`config.mk`:
```
export PLATFORM = sky130hd
export DESIGN_NAME = alu_exec_unit
export DESIGN_NICKNAME = d
export VERILOG_FILES = /design/src/rtl/alu_exec_unit_pkg.sv /design/src/rtl/alu_exec_unit_core.sv /design/src/rtl/alu_exec_unit.sv
export SDC_FILE = /design/constraint.sdc
export NUM_CORES = 1
export LEC_CHECK = 0
export ABC_AREA = 0
export BUFFER_PORTS_ARGS = -buffer_cell sky130_fd_sc_hd__buf_2
export CORE_ASPECT_RATIO = 0.5
export CORE_MARGIN = 2
export CORE_UTILIZATION = 55
export CTS_BUF_LIST = sky130_fd_sc_hd__clkbuf_4
export CTS_CLUSTER_DIAMETER = 150
export DETAILED_ROUTE_END_ITERATION = 8
export PLACE_DENSITY = 0.84
export SLEW_MARGIN = 20
export SYNTH_ARGS = -nofsm -noshare
export SYNTH_HDL_FRONTEND = slang
export SYNTH_SLANG_ARGS = --single-unit
export TNS_END_PERCENT = 10
```
`constraint.sdc`:
```
create_clock -name clk -period 6.6 [get_ports clk]
set_input_delay 0.99 -clock clk [delete_from_list [all_inputs] [get_ports clk]]
set_output_delay 0.99 -clock clk [all_outputs]
set_load 0.02 [all_outputs]
```
`src/rtl/alu_exec_unit_pkg.sv`:
```
`default_nettype none
// ============================================================================
// Module      : alu_exec_unit_pkg
// Description : Shared op-codes, widths and payload types for alu_exec_unit.
// Revision    : 1.0 - initial release
// ============================================================================
package alu_exec_unit_pkg;

    localparam int DATA_W        = 32;
    localparam int TAG_W_DEFAULT = 4;
    localparam int OVF_CNT_W     = 8;

    localparam logic [OVF_CNT_W-1:0] OVF_CNT_MAX = '1;

    typedef enum logic [2:0] {
        OP_AND = 3'b000,
        OP_OR  = 3'b001,
        OP_ADD = 3'b010,
        OP_NOR = 3'b100,
        OP_XOR = 3'b101,
        OP_SUB = 3'b110
    } alu_op_e;

    typedef struct packed {
        logic [2:0]        op;
        logic [DATA_W-1:0] a;
        logic [DATA_W-1:0] b;
        logic              unsig;
    } alu_req_t;

    typedef struct packed {
        logic [DATA_W-1:0] result;
        logic              compout;
        logic              overflow;
        logic              illegal;
    } alu_rsp_t;

    // 3'b011 and 3'b111 are the only unassigned encodings.
    function automatic logic op_is_legal(input logic [2:0] op);
        return !(op[1] && op[0]);
    endfunction

endpackage : alu_exec_unit_pkg
`default_nettype wire

```
`src/rtl/alu_exec_unit_core.sv`:
```
`default_nettype none
// ============================================================================
// Module      : alu_core
// Description : Combinational ALU datapath: result, compare, overflow, illegal.
// Revision    : 1.0 - initial release
// ============================================================================
module alu_core
    import alu_exec_unit_pkg::*;
(
    input  logic [2:0]        i_op,
    input  logic [DATA_W-1:0] i_a,
    input  logic [DATA_W-1:0] i_b,
    input  logic              i_unsig,
    output logic [DATA_W-1:0] o_result,
    output logic              o_compout,
    output logic              o_overflow,
    output logic              o_illegal
);

    logic [DATA_W:0]   w_sum;
    logic [DATA_W-1:0] w_diff;
    logic              w_lt_s;
    logic              w_lt_u;
    logic              w_sa;
    logic              w_sb;

    assign w_sum  = {1'b0, i_a} + {1'b0, i_b};
    assign w_diff = i_a - i_b;
    assign w_lt_s = $signed(i_a) < $signed(i_b);
    assign w_lt_u = i_a < i_b;
    assign w_sa   = i_a[DATA_W-1];
    assign w_sb   = i_b[DATA_W-1];

    always_comb begin
        o_result   = '0;
        o_compout  = 1'b0;
        o_overflow = 1'b0;
        o_illegal  = 1'b0;

        if (op_is_legal(i_op)) begin
            o_compout = i_unsig ? w_lt_u : w_lt_s;
        end else begin
            o_illegal = 1'b1;
        end

        case (i_op)
            OP_AND: o_result = i_a & i_b;
            OP_OR:  o_result = i_a | i_b;
            OP_NOR: o_result = ~(i_a | i_b);
            OP_XOR: o_result = i_a ^ i_b;
            OP_ADD: begin
                o_result   = w_sum[DATA_W-1:0];
                o_overflow = i_unsig ? w_sum[DATA_W]
                                     : ((w_sa == w_sb) && (w_sum[DATA_W-1] != w_sa));
            end
            // Unsigned subtract overflows exactly when it borrows.
            OP_SUB: begin
                o_result   = w_diff;
                o_overflow = i_unsig ? w_lt_u
                                     : ((w_sa != w_sb) && (w_diff[DATA_W-1] != w_sa));
            end
            default: ;
        endcase
    end

endmodule : alu_core
`default_nettype wire

```
`src/rtl/alu_exec_unit.sv`:
```
`default_nettype none
// ============================================================================
// Module      : alu_exec_unit
// Description : Two-stage valid/ready ALU pipeline with overflow statistics.
// Revision    : 1.0 - initial release
// ============================================================================
module alu_exec_unit
    import alu_exec_unit_pkg::*;
#(
    parameter int TAG_W = TAG_W_DEFAULT
) (
    input  logic                 clk,
    input  logic                 rst,
    input  logic                 req_valid,
    output logic                 req_ready,
    input  logic [2:0]           req_op,
    input  logic [DATA_W-1:0]    req_a,
    input  logic [DATA_W-1:0]    req_b,
    input  logic                 req_unsig,
    input  logic [TAG_W-1:0]     req_tag,
    output logic                 rsp_valid,
    input  logic                 rsp_ready,
    output logic [DATA_W-1:0]    rsp_result,
    output logic                 rsp_compout,
    output logic                 rsp_overflow,
    output logic                 rsp_illegal,
    output logic [TAG_W-1:0]     rsp_tag,
    input  logic                 clr_sticky,
    output logic                 ovf_sticky,
    output logic [OVF_CNT_W-1:0] ovf_count
);

    logic                 r_s1_valid;
    alu_req_t             r_s1_req;
    logic [TAG_W-1:0]     r_s1_tag;

    logic                 r_s2_valid;
    alu_rsp_t             r_s2_rsp;
    logic [TAG_W-1:0]     r_s2_tag;

    logic                 r_ovf_sticky;
    logic [OVF_CNT_W-1:0] r_ovf_count;

    logic                 w_s1_free;
    logic                 w_s2_free;
    logic                 w_handoff;
    alu_rsp_t             w_alu_rsp;

    assign w_s2_free = !r_s2_valid || rsp_ready;
    assign w_s1_free = !r_s1_valid || w_s2_free;
    assign w_handoff = r_s2_valid && rsp_ready;
    assign req_ready = w_s1_free;

    always_ff @(posedge clk) begin
        if (rst) begin
            r_s1_valid <= 1'b0;
            r_s1_req   <= '0;
            r_s1_tag   <= '0;
        end else if (w_s1_free) begin
            r_s1_valid <= req_valid;
            if (req_valid) begin
                r_s1_req.op    <= req_op;
                r_s1_req.a     <= req_a;
                r_s1_req.b     <= req_b;
                r_s1_req.unsig <= req_unsig;
                r_s1_tag       <= req_tag;
            end
        end
    end

    alu_core u_alu_core (
        .i_op       (r_s1_req.op),
        .i_a        (r_s1_req.a),
        .i_b        (r_s1_req.b),
        .i_unsig    (r_s1_req.unsig),
        .o_result   (w_alu_rsp.result),
        .o_compout  (w_alu_rsp.compout),
        .o_overflow (w_alu_rsp.overflow),
        .o_illegal  (w_alu_rsp.illegal)
    );

    // S2 only loads when its current response has left, so rsp_* hold while stalled.
    always_ff @(posedge clk) begin
        if (rst) begin
            r_s2_valid <= 1'b0;
            r_s2_rsp   <= '0;
            r_s2_tag   <= '0;
        end else if (w_s2_free) begin
            r_s2_valid <= r_s1_valid;
            if (r_s1_valid) begin
                r_s2_rsp <= w_alu_rsp;
                r_s2_tag <= r_s1_tag;
            end
        end
    end

    // A clear in the same cycle as a counted handoff takes priority.
    always_ff @(posedge clk) begin
        if (rst || clr_sticky) begin
            r_ovf_sticky <= 1'b0;
            r_ovf_count  <= '0;
        end else if (w_handoff && r_s2_rsp.overflow) begin
            r_ovf_sticky <= 1'b1;
            if (r_ovf_count != OVF_CNT_MAX) begin
                r_ovf_count <= r_ovf_count + 1'b1;
            end
        end
    end

    assign rsp_valid    = r_s2_valid;
    assign rsp_result   = r_s2_rsp.result;
    assign rsp_compout  = r_s2_rsp.compout;
    assign rsp_overflow = r_s2_rsp.overflow;
    assign rsp_illegal  = r_s2_rsp.illegal;
    assign rsp_tag      = r_s2_tag;
    assign ovf_sticky   = r_ovf_sticky;
    assign ovf_count    = r_ovf_count;

endmodule : alu_exec_unit
`default_nettype wire

```
# Word-level counts from Yosys, hierarchy flattened

Cells that the tools add are included.

Register bits: 122
Bits in latches: 0
RAM bits: 0
ROM bits: 0
Bits of input ports: 77
Output and inout bits: 50
Logic and storage cells: 54
Memories: 0

Add/subtract/negate cells: 3
Multipliers: 0
Div/mod/pow operators: 0
Magnitude comparators: 2
Equal/unequal tests: 10
Shift-type cells: 0
Mux-type cells: 7
Bitwise logic cells: 4
Reduce and logical (&&, ||, !) cells: 14

Operators by type and width:

| kind                                          | number |
|---|---|
| case mux 32 bit (6 select lines)              | 1 |
| < comparator 32 bit                           | 2 |
| adder 32 x 32 -> 33 bit                       | 1 |
| AND 32 bit                                    | 1 |
| inverter 32 bit                               | 1 |
| OR 32 bit                                     | 1 |
| subtractor 32 bit                             | 1 |
| XOR 32 bit                                    | 1 |
| == test 3 bit, second input constant          | 3 |
| adder 8 x 1 -> 8 bit, second input constant   | 1 |
| != test 8 bit, second input constant          | 1 |
| AND reduction 2 bit                           | 3 |
| logical AND 1 bit                             | 5 |
| 2-to-1 mux 1 bit                              | 5 |
| == test 3 x 1 -> 1 bit, second input constant | 1 |
| == test 3 x 2 -> 1 bit, second input constant | 1 |
| zero test 3 bit                               | 1 |
| logical OR 1 bit                              | 3 |
| != test 1 bit                                 | 3 |
| zero test 1 bit                               | 2 |
| case mux 1 bit (2 select lines)               | 1 |
| == test 1 bit                                 | 1 |

# Depth between registers and ports, before layout

Gate-level depths: netlist of the first run.

Depth after elaboration: 5
Gate-level depth with buffers: 12
Depth with buffers taken out: 12

# By module

From an unflattened synthesis of the first run, not the netlist that was laid out.

Cell total of the unflattened synthesis: 1397
Area total of the unflattened synthesis: 9915.8 µm²

Modules (own cells, without submodules):

| module        | instances | cells an instance | area an instance (µm²) | sequential area each (µm²) |
|---|---|---|---|---|
| alu_core      | 1         | 851               | 5615.4                 | 0.0 |
| alu_exec_unit | 1         | 546               | 4300.4                 | 2442.3 |

# Least setup slack after synthesis of the first run

OpenSTA, ideal clock, no wires.

Path type: register to register
From: register r_s1_req[33] in the netlist's numbering
To: register r_s2_rsp, in the netlist rsp_overflow
Library setup time: 0.127 ns
Arrival: 2.718 ns
Data required time: 6.473 ns
Setup slack: 3.755 ns
Cell stages (with the launch flop): 13
Path buffers: 0
Clock period less this slack: 2.845 ns
Cells stage by stage: dfxtp_1 -> inv_1 -> ha_1 -> fa_1 -> o21ba_1 -> or4_4 -> a31oi_4 -> o31ai_4 -> a41o_1 -> a21oi_2 -> o31ai_1 -> a221oi_2 -> o31ai_2

Cells in the longest elaborated chain, start to end: 5
Elaborated cells between the ends (all ways): 10
Classes of those cells: 2 x add/sub; 1 x order compare; 2 x eq/ne; 3 x mux; 2 x reduce/logical

RTL lines:

| what                                                         | line                                               | source |
|---|---|---|
| from (decl)                                                  | alu_exec_unit.sv:34                                | `alu_req_t r_s1_req;` |
| subtractor 32 bit or adder 32 x 32 -> 33 bit (tied branches) | alu_exec_unit_core.sv:28, alu_exec_unit_core.sv:27 |  |
| != test 1 bit (on tied branches)                             | alu_exec_unit_core.sv:60, alu_exec_unit_core.sv:54 |  |
| logical AND 1 bit (on tied branches)                         | alu_exec_unit_core.sv:60, alu_exec_unit_core.sv:54 |  |
| 2-to-1 mux 1 bit (on tied branches)                          | alu_exec_unit_core.sv:59, alu_exec_unit_core.sv:53 |  |
| case mux 1 bit (2 select lines) *                            | alu_exec_unit_core.sv:46                           | `case (i_op)` |
| to (signal assigned)                                         | alu_exec_unit.sv:91                                | `r_s2_rsp <= w_alu_rsp;` |
| to (decl)                                                    | alu_exec_unit.sv:38                                | `alu_rsp_t r_s2_rsp;` |

Mark *: on every way between the ends. The rest lies on a longest branch, timed or not.
A chain may end at the register's enable or synchronous reset.

# Worst setup path after layout of the first run

From: register r_s1_req[19] in the netlist's numbering
To: register r_s2_rsp, in the netlist rsp_overflow

The elaborated chain is that of the path after synthesis.

==> run_results.csv, run 1 <==
group,metric,value,unit
status,status,"finished clean",
final_layout,fillers,1629,
yosys,yosys_most_used_dff,"dfxtp_1",
final_layout,finish.utilization,61.9,%
final_layout,syn2layout_area_growth,8.40,%
timing,finalCritPeriodShare,58.8,%
placement,dp.cells,1637,
die,die_w,195,um
clocking,ctsHtreeMaxLevel,4,
clocking,cts_resized,0,
die,dieHeight,99.7,um
timing,rsz0062_at_grt,"no",
clocking,post_cts.repair.setup_buffers,0,
yosys,synthCells,1360,
critical_path,cp_max_fo,12,
critical_path,crit_path_start_kind,"flip-flop",
clocking,ctsHoldBuffers,0,
clocking,clk_path_buf_depth,2,
routing,wl_met2,13300,um
global_routing,grt_pass1_wl,51400,um
timing,max_slew_margin,30.1,%
routing,totalWireLength,32700,um
global_routing,grt_pass1_vias,9416,
final_layout,finalNetCount,1607,
critical_path,path_class,"reg -> reg",
flow_run,drv_cap,0,
routing,wire_per_inst,19.6,um
yosys,synth_common_cells,"nand2_1 (206), a21oi_1 (187), dfxtp_1 (122), nor2_1 (108), ha_1 (106)",
routing,highest_layer,"met4",
clocking,clkSlewWorstSetupHoldPaths,0.14,ns
final_layout,multi_input_area,6800,um2
yosys,netlist_area,10100,um2
final_layout,regArea,2440,um2
critical_path,crit_required,7.10,ns
die,dieArea,19500,um2
yosys,synth_cell_type_count,84,
power_and_ir_drop,peakVddDrop,0.111,mV
yosys,synth_area_leaders,"dfxtp_1 (24%), ha_1 (13%), a21oi_1 (9.3%), nand2_1 (7.7%), nor2_1 (4.0%)",
die,fp.coreArea,17700,um2
worst_hold_path,hold_class,"reg -> reg",
final_layout,final_cell_count_no_fill,1669,
timing,clock_skew,0.0326,ns
routing,ant_nets,0,
routing,wl_met3,2940,um
yosys,yosysTopAreaCellShare,24.2,%
routing,drc_errors,0,
global_routing,grt_max_degree,94,
placement,place.gp.congestion,0.960,
die,num_io_pins,127,
clocking,numCtsBuffers,17,
die,placementRows,34,
yosys,ys_warn_count,0,
yosys,synth.avg_cell_area,7.41,um2
final_layout,drive_gt1_share,15.4,%
final_layout,diodes,0,
clocking,cts_sinks,122,
clocking,clk_latency,0.57,ns
yosys,post-synth-top-count-cell,"nand2_1",
timing,setup_violations,0,
placement,dpl.hpwl,23800,um
power_and_ir_drop,power_leakage,4.56,nW
placement,portBuffers,126,
die,start_util,57.1,%
yosys,yosysSeqAreaShare,24.2,%
global_routing,grt_use_total,33.5,%
global_routing,antenna_found_initial,0,
yosys,synth-seq-cells,122,
routing,drt_first_pass_iters,6,
routing,viasPerCell,6.11,
routing,wl_met1,16000,um
clocking,cts-root-buf,"clkbuf_4",
critical_path,crit_arrival,4.38,ns
power_and_ir_drop,power,0.00208,W
timing,fin_crit,3.88,ns
routing,vias,10200,
yosys,async_reset_ff_share,0,%
timing,clock.fmax,0.258,GHz
power_and_ir_drop,p_per_area,191,nW/um2
timing,slew_viol_final,0,
yosys,netlist.top_cell.by_area,"dfxtp_1",
routing,drtIter0Drc,1076,
yosys,synth_edf_count,0,
timing,tightestPinTransition,1.04,ns
timing,tns,0,ns
critical_path,endpoint_kind,"flip-flop",
global_routing,grt_overflow_total,0,
clocking,cts_tree,"built",
yosys,synth_nets,1545,
timing,finalHoldViolations,0,
timing,hold_ws,0.451,ns
## final timing paths
| path | depth (start not counted) | slack (ns) | to | from |
|---|---|---|---|---|
| setup reg to reg | 11 | 2.72 | rsp_overflow | r_s1_req[19] |
| hold reg to reg | 2 | 0.45 | rsp_tag[0] | r_s1_tag[0] |
| setup / recovery | 11 | 2.72 | rsp_overflow | r_s1_req[19] |
| hold / removal | 2 | 0.45 | rsp_tag[0] | r_s1_tag[0] |
## cell usage in the layout, fill, tap and decap left out, drive strengths merged, types with 8 or more instances in the layout
cell type	netlist	routed
o31ai	17	17
dfxtp	122	122
a21o	14	14
nand4	10	10
nor2	108	108
nor4	12	12
mux2i	23	23
o211ai	11	11
nand3	18	18
xnor2	32	32
o22ai	14	14
a211oi	31	31
inv	96	102
nand2	207	207
mux2	18	18
nor2b	11	11
clkbuf	56	18
ha	106	106
a21oi	193	193
nor3	28	28
a31oi	13	13
buf	36	135
a221oi	8	8
and3	9	9
o21bai	13	13
o21ai	48	48
nand2b	10	10
a22oi	11	11
## kinds of logic (layout without fill, tap and decap cells)
logic type,Yosys count,in the layout,share of synthesized area (%)
AOI/OAI and AO/OA,424,424,27.3
DFF,122,122,24.2
buffers and inverters,190,265,8.34
muxes,41,41,4.29
adders and majority gates,108,108,13.6
and+or+nand+nor,437,437,19.0
xor gates and xnor gates,38,38,3.30
## power breakdown
group	internal [W]	switching, W	leakage, nW	total [W]
Combinational	0.000234	0.000421	3.39	0.000654
Sequential	0.000772	0.0000334	1.00	0.000805
Clock	0.000277	0.000347	0.168	0.000623
## registers in the layout (all words and copies together) (netlist names)
signal and flops:
ovf_sticky 1, r_s1_req 68, rsp_illegal 1, ovf_count 8, rsp_tag 4, rsp_compout 1, rsp_overflow 1, r_s1_valid 1
r_s1_tag 4, rsp_result 32, rsp_valid 1
## layout make-up
| type | count | area share (%) |
|---|---|---|
| Inverter | 98 | 3.37 |
| Sequential cell | 122 | 22.4 |
| Tap cell | 234 | 2.68 |
| Clock inverter | 14 | 1.69 |
| Clock buffer | 18 | 1.24 |
| Timing Repair Buffer | 135 | 6.41 |
| Multi-Input combinational cell | 1048 | 62.2 |
## worst max-delay path: stages, from the launching register on
cell and delay, ns:
dfxtp_1 0.40, inv_1 0.09, ha_1 0.48, a21oi_1 0.40
o31ai_1 0.16, or2_1 0.35, nor3_2 0.49, o41ai_4 0.19
a222oi_1 0.67, a21oi_1 0.15, o31a_1 0.27, o31ai_2 0.17
## routing by layer
metal	vias to the layer above	global-route usage, %
met5	-	0
li1	4883	-
met3	41	6.78
met2	471	48.7
met4	0	7.81
met1	4810	50.5
## metrics by stage
step,worst slack (ns),instance area (um2)
after floorplan,3.75,10100
after global placement,2.91,10600
after detailed placement,2.92,10600
after CTS,2.88,10900
after global routing,2.57,10900
final,2.72,10900
Note: power is estimated with default switching activity, not from simulation.
==> run 2: changes to the inputs <==
PLACE_DENSITY = 0.87   (was 0.84)
clock period = 3.4 ns   (was 6.6 ns; I/O delays follow)
==> run 2 against run 1 <==
Against the previous run:
- worst hold slack got worse by 0.31 ns
- first-iteration DRC count is 3.5% lower
- combinational power is 100% higher
- register-to-register slack got worse by 2.6 ns
- sequential power grew 95%
- global-route usage rose by 0.45 points
- critical path type unchanged
- critical endpoint unchanged
- largest cell class unchanged
- highest routed layer unchanged
==> run_results.csv, run 2 (synthesis results as in run 1) <==
group,metric,value,unit
clocking,clkSlewWorstSetupHoldPaths,0.15,ns
final_layout,finish.utilization,64.0,%
routing,wire_per_inst,19.2,um
routing,drtIter0Drc,1038,
power_and_ir_drop,power_leakage,4.77,nW
placement,dpl.hpwl,24300,um
worst_hold_path,hold_class,"in -> reg",
critical_path,crit_arrival,3.76,ns
die,start_util,57.1,%
timing,tns,0,ns
clocking,clk_latency,0.58,ns
power_and_ir_drop,switching_share,39.4,%
global_routing,antenna_found_initial,0,
critical_path,crit_path_start_kind,"flip-flop",
die,dieArea,19500,um2
critical_path,setup.worst_path.start,"r_s1_req[33]",
global_routing,grt_overflow_total,0,
power_and_ir_drop,peakVddDrop,0.260,mV
timing,rsz0062_at_grt,"no",
routing,vias,10400,
timing,setup_violations,0,
timing,slew_viol_final,0,
critical_path,slowest_stage,"or4_4",
critical_path,r2r_slack,0.12,ns
final_layout,finalNetCount,1649,
final_layout,largest_reg_flops,68,
clocking,cts_sinks,122,
placement,place.gp.congestion,0.989,
routing,wl_met2,13700,um
global_routing,grt_max_degree,73,
timing,finalCritPeriodShare,96.5,%
die,die_w,195,um
power_and_ir_drop,switchingPower,0.00161,W
timing,clock.fmax,0.305,GHz
placement,place_ws,0.154,ns
routing,drc_errors,0,
critical_path,critPathMaxStageDelay,0.44,ns
timing,tightestPinTransition,0.846,ns
routing,totalWireLength,32900,um
timing,max_slew_margin,43.4,%
critical_path,cp_cell_sequence,"inv_1 > ha_1 > fa_1 > o21ba_1 > or4_4 > a31oi_4 > o31ai_4 > a41o_1 > a21oi_2 > o31ai_1 > a221oi_2 > o31ai_2",
clocking,cts_tree,"built",
critical_path,path_class,"reg -> reg",
clocking,cts-root-buf,"clkbuf_4",
final_layout,syn2layout_area_growth,12.1,%
critical_path,critPathCapture,"rsp_overflow",
die,fp.coreArea,17700,um2
die,num_io_pins,127,
critical_path,reg2reg_from,"r_s1_req[33]",
global_routing,grt_pass1_wl,52300,um
clocking,ctsHtreeMaxLevel,4,
power_and_ir_drop,comb_power_share,32.7,%
placement,portBuffers,126,
routing,ant_nets,0,
final_layout,mostFrequentLayoutCell,"nand2_1",
power_and_ir_drop,power.internal,0.00248,W
final_layout,top_register,"r_s1_req",
timing,fin_crit,3.28,ns
critical_path,reg2reg_to,"rsp_overflow",
final_layout,drive_gt1_share,18.3,%
power_and_ir_drop,p_per_area,361,nW/um2
power_and_ir_drop,seq_power_share,38.5,%
global_routing,grt_pass1_vias,9706,
critical_path,reg2reg_depth,12,
clocking,clk_path_buf_depth,2,
status,status,"finished clean",
timing,fin_ws,0.118,ns
routing,viasPerCell,6.07,
timing,finalHoldViolations,0,
timing,clock_skew,0.0259,ns
die,placementRows,34,
power_and_ir_drop,p_clk_share,28.9,%
clocking,numCtsBuffers,17,
final_layout,final_cell_mix,"nand2_1 (205), a21oi_1 (185), buf_2 (125)",
global_routing,grt_use_total,34.0,%
routing,drt_first_pass_iters,6,
routing,wl_met1,15600,um
die,dieHeight,99.7,um
critical_path,crit_required,3.88,ns
critical_path,cp_max_fo,3,
routing,highest_layer,"met4",
routing,wl_met3,3110,um
critical_path,endpoint_kind,"flip-flop",
flow_run,drv_cap,0,
run 2: changes by cell type in the layout (fill, tap and decap cells not counted), moves of 2 or more:
| cell | before | now |
|---|---|---|
| ha_2 | 0 | 5 |
| buf_4 | 10 | 49 |
| a21oi_1 | 187 | 185 |
| buf_12 | 0 | 3 |
| ha_1 | 106 | 101 |
| a21oi_2 | 5 | 7 |
| inv_6 | 4 | 7 |
run 2: power groups by stage:
stage / Combinational, W / Clock [W] / Sequential [W]
6_report: 0.00133 / 0.00118 / 0.00157
5_1_grt: 0.00146 / 0.00124 / 0.00158
4_1_cts: 0.00129 / 0.00119 / 0.00157
3_5_place_dp: 0.00128 / 0 / 0.00160
3_3_place_gp: 0.00127 / 0 / 0.00159
2_1_floorplan: 0.000904 / 0 / 0.00160
run 2: worst min-delay path by stage:
stage	startpoint	end	slack, ns	depth (start not counted)
3_3_place_gp	r_s1_tag[2]	rsp_tag[2]	0.44	2
2_1_floorplan	r_s1_tag[0]	rsp_tag[0]	0.43	2
3_5_place_dp	rsp_tag[0]	rsp_tag[0]	0.44	2
5_1_grt	req_b[31]	r_s1_req[32]	0.14	3
6_report	req_b[12]	r_s1_req[13]	0.14	3
4_1_cts	req_b[10]	r_s1_req[11]	0.12	3
run 2: area by class of cell:
type | count | area, um2
Sequential cell | 122 | 2440
Fill cell | 1587 | 6350
Clock inverter | 14 | 159
Clock buffer | 18 | 135
Antenna cell | 1 | 2.50
Timing Repair Buffer | 177 | 1050
Multi-Input combinational cell | 1048 | 6840
Inverter | 98 | 368
Tap cell | 234 | 293
run 2: timing repair:
action                                 in CTS  in global routing
hold buffers                                0                  0
setup endpoints to repair                   0                  4
buffers inserted                            0                  1
gates resized for setup                     0                 10
endpoints found under the hold margin       0                  0
run 2: worst max-delay path: cells and delay by family, from the launching register on:
kind,cells,cell delay (ns)
adder cells (fa/ha/maj),2,0.62
AO/OA/AOI/OAI,8,1.68
flip-flops,1,0.38
buffers and inverters,1,0.07
AND/OR/NAND/NOR,1,0.44
run 2: metrics by stage:
stage                     power (W)  instance area, um2  hold slack [ns]  instances
after floorplan             0.00250               10100            0.432       1360
after global placement      0.00286               11000            0.436       1678
after detailed placement    0.00288               11000            0.444       1678
after CTS                   0.00405               11200            0.121       1710
after global routing        0.00427               11300            0.140       1711
final                       0.00408               11300            0.143       1712
run 2: per-layer routing:
layer | GRT usage [%] | up-vias
li1 | - | 4961
met4 | 7.28 | 0
met2 | 51.7 | 492
met1 | 49.4 | 4896
met5 | 0 | -
met3 | 7.02 | 40
